$ cat config.mk
export PLATFORM = sky130hd
export DESIGN_NAME = pipe_stage_reg
export DESIGN_NICKNAME = d
export VERILOG_FILES = /design/src/rtl/pipe_pkg.sv /design/src/rtl/pipe_slot.sv /design/src/rtl/pipe_stage_reg.sv
export SDC_FILE = /design/constraint.sdc
export NUM_CORES = 1
export LEC_CHECK = 0
export BUFFER_PORTS_ARGS = -buffer_cell sky130_fd_sc_hd__buf_2
export CORE_MARGIN = 1.5
export CORE_UTILIZATION = 54
export DETAILED_ROUTE_END_ITERATION = 8
export PLACE_DENSITY_LB_ADDON = 0.15
export SETUP_SLACK_MARGIN = 0.4
export SLEW_MARGIN = 20
export SYNTH_ARGS = -nofsm -noshare
export SYNTH_HDL_FRONTEND = slang
export SYNTH_SLANG_ARGS = --single-unit
$ cat constraint.sdc
create_clock -name clk -period 2.37 [get_ports clk]
set_input_delay 0.237 -clock clk [delete_from_list [all_inputs] [get_ports clk]]
set_output_delay 0.237 -clock clk [all_outputs]
set_load 0.01 [all_outputs]
$ cat src/rtl/pipe_pkg.sv
// Shared definitions for the pipeline stage register: state encoding and default widths.
package pipe_pkg;

   localparam int unsigned CTRL_W_DEF = 16;
   localparam int unsigned DATA_W_DEF = 32;
   localparam int unsigned LANES_DEF  = 5;
   localparam int unsigned DST_W_DEF  = 4;

   // Encoding equals the number of held beats.
   typedef enum logic [1:0] {
      EMPTY = 2'd0,
      ONE   = 2'd1,
      FULL  = 2'd2
   } state_t;

   function automatic logic [1:0] occ_of(input state_t s);
      return 2'(s);
   endfunction

endpackage

$ cat src/rtl/pipe_slot.sv
// One payload entry: load-enabled register with async clear and a synchronous ctrl kill.
module pipe_slot #(
   parameter int unsigned CTRL_W = 16,
   parameter int unsigned PAY_W  = 160,
   parameter int unsigned DST_W  = 4
) (
   input  logic              clk,
   input  logic              reset,
   input  logic              load,
   input  logic              kill,
   input  logic [CTRL_W-1:0] d_ctrl,
   input  logic [PAY_W-1:0]  d_data,
   input  logic [DST_W-1:0]  d_dst,
   output logic [CTRL_W-1:0] q_ctrl,
   output logic [PAY_W-1:0]  q_data,
   output logic [DST_W-1:0]  q_dst
);

   // Kill only zeroes ctrl so a dead entry can never carry an enable.
   always_ff @(posedge clk or negedge reset) begin
      if (!reset) begin
         q_ctrl <= '0;
         q_data <= '0;
         q_dst  <= '0;
      end else if (kill) begin
         q_ctrl <= '0;
      end else if (load) begin
         q_ctrl <= d_ctrl;
         q_data <= d_data;
         q_dst  <= d_dst;
      end
   end

endmodule

$ cat src/rtl/pipe_stage_reg.sv
// Pipeline stage register built as a 2-entry skid buffer with flush and registered ready.
module pipe_stage_reg
   import pipe_pkg::*;
#(
   parameter int unsigned CTRL_W = CTRL_W_DEF,
   parameter int unsigned DATA_W = DATA_W_DEF,
   parameter int unsigned LANES  = LANES_DEF,
   parameter int unsigned DST_W  = DST_W_DEF
) (
   input  logic                    clk,
   input  logic                    reset,
   input  logic                    flush,
   input  logic                    in_valid,
   output logic                    in_ready,
   input  logic [CTRL_W-1:0]       in_ctrl,
   input  logic [LANES*DATA_W-1:0] in_data,
   input  logic [DST_W-1:0]        in_dst,
   output logic                    out_valid,
   input  logic                    out_ready,
   output logic [CTRL_W-1:0]       out_ctrl,
   output logic [LANES*DATA_W-1:0] out_data,
   output logic [DST_W-1:0]        out_dst,
   output logic [1:0]              occupancy
);

   localparam int unsigned PAY_W = LANES * DATA_W;

   state_t state, state_nxt;

   logic in_fire_c, out_fire_c;
   logic main_load_c, main_kill_c, main_from_skid_c;
   logic skid_load_c, skid_kill_c;

   logic [CTRL_W-1:0] skid_ctrl;
   logic [PAY_W-1:0]  skid_data;
   logic [DST_W-1:0]  skid_dst;

   logic [CTRL_W-1:0] main_d_ctrl;
   logic [PAY_W-1:0]  main_d_data;
   logic [DST_W-1:0]  main_d_dst;

   // Next state and entry controls; flush overrides every transfer.
   always_comb begin
      state_nxt        = state;
      main_load_c      = 1'b0;
      main_kill_c      = 1'b0;
      main_from_skid_c = 1'b0;
      skid_load_c      = 1'b0;
      skid_kill_c      = 1'b0;
      in_fire_c        = in_valid & in_ready;
      out_fire_c       = out_valid & out_ready;

      if (flush) begin
         state_nxt   = EMPTY;
         main_kill_c = 1'b1;
         skid_kill_c = 1'b1;
      end else begin
         case (state)
            EMPTY: begin
               if (in_fire_c) begin
                  state_nxt   = ONE;
                  main_load_c = 1'b1;
               end
            end
            ONE: begin
               case ({in_fire_c, out_fire_c})
                  2'b11: main_load_c = 1'b1;
                  2'b01: begin
                     state_nxt   = EMPTY;
                     main_kill_c = 1'b1;
                  end
                  2'b10: begin
                     state_nxt   = FULL;
                     skid_load_c = 1'b1;
                  end
                  default: ;
               endcase
            end
            FULL: begin
               if (out_fire_c) begin
                  state_nxt        = ONE;
                  main_load_c      = 1'b1;
                  main_from_skid_c = 1'b1;
                  skid_kill_c      = 1'b1;
               end
            end
            default: state_nxt = EMPTY;
         endcase
      end

      main_d_ctrl = main_from_skid_c ? skid_ctrl : in_ctrl;
      main_d_data = main_from_skid_c ? skid_data : in_data;
      main_d_dst  = main_from_skid_c ? skid_dst  : in_dst;
   end

   // State plus its registered decodes, so no output depends on out_ready combinationally.
   always_ff @(posedge clk or negedge reset) begin
      if (!reset) begin
         state     <= EMPTY;
         in_ready  <= 1'b0;
         out_valid <= 1'b0;
         occupancy <= 2'd0;
      end else begin
         state     <= state_nxt;
         in_ready  <= (state_nxt != FULL);
         out_valid <= (state_nxt != EMPTY);
         occupancy <= occ_of(state_nxt);
      end
   end

   pipe_slot #(
      .CTRL_W (CTRL_W),
      .PAY_W  (PAY_W),
      .DST_W  (DST_W)
   ) u_main (
      .clk    (clk),
      .reset  (reset),
      .load   (main_load_c),
      .kill   (main_kill_c),
      .d_ctrl (main_d_ctrl),
      .d_data (main_d_data),
      .d_dst  (main_d_dst),
      .q_ctrl (out_ctrl),
      .q_data (out_data),
      .q_dst  (out_dst)
   );

   pipe_slot #(
      .CTRL_W (CTRL_W),
      .PAY_W  (PAY_W),
      .DST_W  (DST_W)
   ) u_skid (
      .clk    (clk),
      .reset  (reset),
      .load   (skid_load_c),
      .kill   (skid_kill_c),
      .d_ctrl (in_ctrl),
      .d_data (in_data),
      .d_dst  (in_dst),
      .q_ctrl (skid_ctrl),
      .q_data (skid_data),
      .q_dst  (skid_dst)
   );

endmodule

; After elaboration in Yosys (flattened, before gate mapping)
; Index checks and enable logic that the tools add are counted.
[totals]
wordCells = 51
in_bits = 185
output_inout_bits = 184
register_bits = 364
[op_classes]
bitwise = 4
n_reduce_logical = 6
mux = 26
n_eq_ne = 6
[ops]
columns = cell, n
row1 = two-way mux 160 bit, 1
row2 = two-way mux 16 bit, 5
row3 = two-way mux 1 bit, 13
row4 = "== test 2 bit, second input constant", 3
row5 = two-way mux 2 bit, 3
row6 = one-hot mux 2 bit (3 select lines), 1
row7 = nonzero test 2 bit, 3
row8 = "== test 2 x 1 -> 1 bit, second input constant", 2
row9 = two-way mux 4 bit, 1
row10 = one-hot mux 2 bit (2 select lines), 1
row11 = AND reduction 2 bit, 2
row12 = one-hot mux 1 bit (3 select lines), 1
row13 = bitwise AND 1 bit, 2
row14 = logical NOT 2 bit, 1
row15 = "inequality test 2 bit, second input constant", 1
row16 = NOT 1 bit, 2

; Longest topological paths before layout
; Gate-level depths: netlist of run 1.
[depth]
ltp_word = 7
mapped_depth = 9
mapped_depth_nobuf = 7

; By module
; Synthesis of run 1 repeated with hierarchy kept, for this count alone.
[unflattened]
hier_cells = 1025
area_unflattened_um2 = 17164.0
[modules_own_cells]
columns = mod, cells_per_inst, area_each_um2, seq_area_each_um2, n_inst
row1 = pipe_slot, 399, 7330.8, 4504.3, 2
row2 = pipe_stage_reg, 227, 2502.4, 100.1, 1

; Worst setup path after synthesis of run 1
; OpenSTA, ideal clock, no wires.
[synth_timing]
path_type = flip-flop to flip-flop
startpoint = reg out_valid
endpoint = reg u_main.q_data[68]
setup_slack_ns = 0.323
t_arrival_ns = 1.922
setup_time_ns = 0.125
path_stages_with_launch = 9
required_time_ns = 2.245
cell_sequence = dfrtp_1 nand2_1 inv_1 ha_1 o21ai_1 a31oi_4 buf_4 clkbuf_4 mux2_2
[synth_between]
elab_chain_len = 7
word_cells_on_any_way = 15
[synth_rtl]
columns = element, line
row1 = start: declaration, pipe_stage_reg.sv:18  ; output logic out_valid,
row2 = start signal: assignment, pipe_stage_reg.sv:106  ; out_valid <= (state_nxt != EMPTY);
row3 = bitwise AND 1 bit *, pipe_stage_reg.sv:51  ; out_fire_c = out_valid & out_ready;
row4 = branches (longest 6 deep; another with one-hot mux 1 bit (3 select lines)), -
row5 = end signal: assignment, pipe_slot.sv:29  ; q_data <= d_data;
row6 = end: declaration, pipe_slot.sv:15  ; output logic [PAY_W-1:0] q_data,
; Mark *: on every way between the ends.
; A chain may end at the register's enable or synchronous reset.

; Worst setup path after layout of run 1
[layout_timing]
startpoint = reg out_valid
endpoint = reg u_main.q_data[105]
; The elaborated chain is that of the path after synthesis.

==> results.md, run 1 <==
### Outcome
• completed — run status

### Flow run
• 0 — max capacitance violation total

### Critical path
• buf_6 > nand4b_4 > nor2_8 > buf_6 > a31oi_4 > buf_6 > buf_12 > buf_12 > clkbuf_16 > mux2_2 — ordered cell list for the critical path
• register — crit path launch type
• buf_6 — CP dominant cell by count
• 2.42 ns — critical path arrival
• 0.41 ns — Worst path max stage delay
• dfrtp_1 — slowest stage cell on the critical path
• register to register — critical setup path kind
• 2.77 ns — worst endpoint required time
• 6 — Max Fanout on Critical Path
• register — Crit. End Element

### Clock network
• yes — TritonCTS clock tree
• 2 — CTS HTree Levels
• clkbuf_16 — clock root buffer
• 364 — number of clock sinks seen by CTS
• 3 — clk buf depth
• 0.52 ns — Clk Latency, worst-skew pair
• 0.06 ns — Clock Pin Slew Worst Setup and Hold Paths
• 40 — clock buffers created by TritonCTS

### Synthesis
• 0.567 — portion of synthesized cell area occupied by the leading cell type
• dfrtp_1 — area leader, netlist
• 1176 — number of nets in the synthesized netlist
• 990 — Syn Inst Count
• dfrtp_1 57%, mux2_2 28%, mux2_4 7.9% — leading post-synthesis cells by cell area
• 0 — synthesis warning total
• 16.2 um^2 — Avg Synthesized Cell Area
• 0.0161 mm^2 — post-synthesis instance area
• 364 — synthesized flop and latch total
• 0.567 — portion of the post-synthesis area used by sequential elements
• 29 — number of different library cells in the post-synthesis netlist

### Cells and area
• 0.623 — proportion of layout cells with a drive suffix above 1
• 1800 — count of nets after finishing
• 0.00911 mm^2 — area of all sequential standard cells
• 367 x buf_2, 363 x dfrtp_1, 357 x mux2_2, 182 x dlygate4sd3_1, 133 x mux2_4 — leading cell types in the layout, fill and taps excluded
• 0.795 — fraction of the core area covered by cells at the end of the flow
• 0.00672 mm^2 — multi-input gate area in the final layout
• buf_2 — commonest non-fill, non-tap cell in the layout
• 1601 — FILL cells
• 43.7% — area grow syn2layout
• 0.0231 mm^2 — Non-Filler Cell Area, Final

### Power and ir drop
• 15.2 mW — cell-internal power
• 891 mW/mm^2 — power density over the cells
• 5.37 mW — net switching power figure
• 0.261 — Switching Share
• 0.321 — Clk pwr share
• 0.439 — sequential share of power
• 20.6 mW — overall power consumption
• 10.8 nW — standby leakage power
• 0.240 — combinational group share of total power
• 0.000797 V — worst vdd rail ir drop

### Drt
• 400 — number of DRC markers in iteration 0
• 43100 um — Routed WL
• 0 — DRC violations left
• 4 — router iterations before antenna repair
• 10800 — detailed-route via count
• 0 — number of nets still failing antenna checks after routing
• 21.2 um — routed len/inst
• 5.32 — detail-routed via count per cell

### Timing
• 0 — total count of max-transition violations in the final report
• 0.00632 ns — Fin Clk Skew
• 2.02 ns — clock period minus final worst setup slack
• 0.592 — worst-case headroom to the max-slew limit
• 0 ns — setup_tns
• 0.495 GHz — f_max
• 0.613 ns — slew at the pin closest to its max-slew limit
• 0 — Finish-stage setup viols
• 0 — final number of hold-violating endpoints
• yes — RSZ-0062 raised after global routing
• 0.350 ns — Worst Slack Setup Final
• 0.852 — fraction of the cycle the final worst path needs

### Placed design
• 0.0186 mm^2 — post-place instance area
• 0.782 — global placement routability congestion
• 368 — IO buf count
• 0.217 ns — post-placement setup slack
• 24600 um — detailed placement HPWL

### Floorplan
• 0.554 — Initial Util
• 175 um — floorplan die height
• 62 — number of core rows
• 0.0308 mm^2 — die area
• 369 — Boundary Pins
• 0.0290 mm^2 — core area
• 175 um — horizontal die dimension

### Global route
• 63500 um — global-route wire length before repair
• 11500 — vias in the first global route
• 0 — total grt overflow
• 0.261 — global router's overall resource usage
• 67 — pin count of the biggest net entering global routing
• 3 — initial antenna violation count

### Worst hold path
• input port to register — hold crit path type

## cell type report
| cell class | count | share of cell area |
|---|---|---|
| inverter | 4 | 0.000651 |
| clock buffer | 64 | 0.0538 |
| multi-input combinational | 561 | 0.291 |
| tap | 384 | 0.0208 |
| antenna | 3 | 0.000325 |
| timing repair buffer | 643 | 0.231 |
| clock inverter | 8 | 0.00716 |
| sequential | 364 | 0.395 |
## what timing repair did
action | 4_1_cts | 5_1_grt
setup buffers | 9 | 15
pin swaps | 3 | 4
endpoints found under the setup margin | 292 | 206
hold endpoints to repair | 237 | 0
hold buffers | 182 | 0
cloned | 6 | 18
gates resized for setup | 28 | 69
## sequential cells by signal (all words and copies together) (netlist names)
signal / flops
u_skid.q_dst: 4
out_valid: 1
in_ready: 1
u_main.q_data: 160
u_main.q_ctrl: 16
u_main.q_dst: 4
state: 2
u_skid.q_data: 160
u_skid.q_ctrl: 16
## per-stage QoR
step                hold slack [ns]  std cells
floorplan                   -0.0586        990
global placement              0.255       1726
detailed placement            0.255       1726
CTS                           0.126       1995
global route                  0.173       2030
finish                        0.160       2031
## path summary, 6_finish.rpt
path	from	to	slack (ns)	cells after the start
max reg2reg	out_valid	u_main.q_data[105]	0.35	10
min reg2reg	u_main.q_ctrl[10]	u_main.q_ctrl[10]	0.49	1
max	out_valid	u_main.q_data[105]	0.35	10
max in group asynchronous	reset	u_main.q_data[47]	1.27	4
min in group asynchronous	reset	u_skid.q_data[119]	0.29	2
min	out_ready	state[1]	0.16	4
## power by group through the flow
stage,Sequential [mW],Clock (mW),Combinational (mW)
6_report,9.03,6.60,4.94
3_3_place_gp,8.93,0,4.14
4_1_cts,8.95,6.68,4.62
3_5_place_dp,9.02,0,4.25
5_1_grt,9.23,6.93,5.26
2_1_floorplan,9.19,0,2.33
## worst max-delay path, delay by kind of cell (launching register included)
family	cells	cell delay, ns
AND/OR/NAND/NOR	2	0.18
flip-flops	1	0.41
buffers and inverters	6	0.79
multiplexers	1	0.34
AO/OA/AOI/OAI	1	0.19
## cell usage after synthesis
| cell | number |
|---|---|
| or2_2 | 1 |
| buf_2 | 30 |
| ha_1 | 1 |
| o21ai_1 | 1 |
| o2bb2ai_1 | 16 |
| mux2_4 | 84 |
| mux2_1 | 3 |
| nor2b_1 | 1 |
| nand3b_1 | 1 |
| nand2_1 | 3 |
| nand4b_4 | 1 |
| buf_6 | 14 |
| a21boi_1 | 1 |
| nor2_1 | 2 |
| inv_1 | 4 |
| mux2_2 | 405 |
| a311oi_4 | 1 |
| dfrtp_1 | 364 |
| nor2_8 | 1 |
| a22o_1 | 16 |
| a31oi_1 | 2 |
| nor3_1 | 1 |
| buf_4 | 16 |
| a31oi_4 | 1 |
| and3b_4 | 1 |
| clkbuf_4 | 1 |
| o311a_1 | 1 |
| and4_4 | 1 |
| mux2i_1 | 16 |
## logic make-up after synthesis
logic type	Yosys count	synth area share
muxes	508	0.375
adders and majority gates	1	0.000779
DFF	364	0.567
and+or+nand+nor	13	0.00693
buffers and inverters	65	0.0280
AOI/OAI and AO/OA	39	0.0226
## layer usage
layer / wire, um / track usage / share of wire / vias up
li1: - / - / - / 4853
met1: 18300 / 0.338 / 0.42 / 5539
met2: 20800 / 0.435 / 0.48 / 336
met3: 2630 / 0.0619 / 0.061 / 85
met4: 1370 / 0.0816 / 0.032 / 0
met5: 0 / 0 / 0 / -
Power figures use the tool's default switching activity.
==> inputs of run 2 (changes only) <==
- CORE_UTILIZATION: 54 -> 55
- clock period: 2.37 -> 2.4 ns (I/O delays scaled with it)
==> results.md, run 2 (synthesized netlist as in run 1, its figures left out) <==
### Floorplan
• 0.0287 mm^2 — core area
• 174 um — horizontal die dimension
• 0.560 — Initial Util
• 174 um — floorplan die height
• 62 — number of core rows
• 369 — Boundary Pins
• 0.0302 mm^2 — die area

### Critical path
• 2.79 ns — worst endpoint required time
• u_main.q_data[157] — RR Endpoint
• 11 — depth of the most critical reg-to-reg path
• out_valid — reg-to-reg critical path startpoint
• register — crit path launch type
• 13 — Max Fanout on Critical Path
• 2.44 ns — critical path arrival
• register — Crit. End Element
• register to register — critical setup path kind
• 0.35 ns — worst reg2reg setup slack

### Global route
• 12000 — vias in the first global route
• 65200 um — global-route wire length before repair
• 0 — total grt overflow
• 0 — initial antenna violation count
• 0.269 — global router's overall resource usage
• 72 — pin count of the biggest net entering global routing

### Cells and area
• mux2_2 — commonest non-fill, non-tap cell in the layout
• 0.00654 mm^2 — multi-input gate area in the final layout
• 1793 — count of nets after finishing
• u_main.q_data (160), u_skid.q_data (160) — largest registers
• 1640 — FILL cells
• 40.6% — area grow syn2layout
• 405 x mux2_2, 367 x buf_2, 362 x dfrtp_1, 179 x dlygate4sd3_1, 87 x mux2_4 — leading cell types in the layout, fill and taps excluded
• 0 — count of inserted antenna diode cells
• 0.00911 mm^2 — area of all sequential standard cells
• 0.787 — fraction of the core area covered by cells at the end of the flow
• 0.628 — proportion of layout cells with a drive suffix above 1

### Drt
• 42300 um — Routed WL
• 465 — number of DRC markers in iteration 0
• 0 — number of nets still failing antenna checks after routing
• 0 — DRC violations left
• 4 — router iterations before antenna repair
• 5.38 — detail-routed via count per cell
• 20.9 um — routed len/inst
• 10900 — detailed-route via count

### Power and ir drop
• 0.000711 V — worst vdd rail ir drop
• 872 mW/mm^2 — power density over the cells
• 10.4 nW — standby leakage power
• 19.7 mW — overall power consumption

### Worst hold path
• u_skid.q_data[125] — hold-critical path endpoint
• input port to register — hold crit path type
• 2 — number of stages on the worst hold path
• in_data[125] — Hold Path Origin

### Timing
• 0.488 GHz — f_max
• 0.0302 ns — worst hold slack across all endpoints
• 0 — final number of hold-violating endpoints
• yes — RSZ-0062 raised after global routing
• 0.0158 ns — Fin Clk Skew
• 2.05 ns — clock period minus final worst setup slack
• 0 — total count of max-transition violations in the final report
• 0.854 — fraction of the cycle the final worst path needs
• 0 ns — setup_tns
• 0.384 ns — slew at the pin closest to its max-slew limit
• 0.744 — worst-case headroom to the max-slew limit
• 0 — Finish-stage setup viols

### Clock network
• 0.52 ns — Clk Latency, worst-skew pair
• 40 — clock buffers created by TritonCTS
• clkbuf_16 — clock root buffer
• 0.06 ns — Clock Pin Slew Worst Setup and Hold Paths
• 364 — number of clock sinks seen by CTS
• 2 — CTS HTree Levels
• yes — TritonCTS clock tree
• 3 — clk buf depth

### Placed design
• 24300 um — detailed placement HPWL
• 0.798 — global placement routability congestion
• 368 — IO buf count

### Outcome
• completed — run status

### Flow run
• 0 — max capacitance violation total

run 2: cell types whose count changed in the layout (fill, tap and decap cells not counted), moves of 2 or more:
cell,change
mux2_2,+48
mux2_4,-46
clkinv_2,+8
buf_4,+6
buf_16,-4
buf_6,-4
clkbuf_1,-4
clkbuf_16,-4
clkbuf_8,-4
bufinv_16,-3
diode_2,-3
dlygate4sd3_1,-3
mux2_1,-2
nand2_2,+2
run 2: repair_timing:
action	4_1_cts	5_1_grt
hold buffers	179	0
setup buffers	19	14
hold endpoints to repair	209	0
cloned	7	14
resized for setup	24	21
pin swaps	3	3
endpoints found under the setup margin	310	296
run 2: per-layer routing:
metal / part of all wire / vias to the layer above / GRT usage
li1: - / 4840 / -
met1: 0.42 / 5584 / 0.347
met2: 0.49 / 355 / 0.449
met3: 0.060 / 86 / 0.0632
met4: 0.032 / 0 / 0.0916
met5: 0 / - / 0
run 2: per-stage QoR:
stage	setup slack, ns	instance area (um^2)	cells
2_1_floorplan	0.393	16100	990
3_3_place_gp	0.284	18500	1716
3_5_place_dp	0.229	18500	1716
4_1_cts	0.343	22100	1991
5_1_grt	0.297	22600	2019
6_report	0.349	22600	2019
run 2: final cells by class:
cell class	count	share of cell area
Timing Repair Buffer	636	0.227
Inverter	4	0.000665
Tap cell	384	0.0213
Clock buffer	56	0.0519
Multi-Input combinational cell	561	0.290
Sequential cell	364	0.404
Clock inverter	14	0.00549
run 2: worst max path at each step:
stage                         start                  to  slack [ns]  cells past startpoint
final                     out_valid  u_main.q_data[157]        0.35                     11
after floorplan            state[0]   u_main.q_data[68]        0.39                      7
after detailed placement  out_valid  u_main.q_data[141]        0.23                      8
after CTS                  state[1]   u_skid.q_data[45]        0.34                      4
after global placement    out_valid  u_main.q_data[142]        0.28                      8
after global routing      out_valid  u_main.q_data[135]        0.30                     11
run 2: critical path: stages (launching register included):
cell and delay [ns]:
dfrtp_2 0.44, nand2_2 0.10, inv_2 0.05, ha_4 0.16
o21ai_4 0.14, a31oi_4 0.11, buf_6 0.13, buf_12 0.13
buf_12 0.12, buf_12 0.11, buf_12 0.14, mux2_2 0.28
run 2: power breakdown:
part / switching (mW) / internal (mW) / leakage, nW / total [mW]
registers: 0.966 / 7.95 / 4.39 / 8.91
clock network: 2.41 / 3.61 / 0.653 / 6.02
logic: 1.87 / 2.87 / 5.36 / 4.74
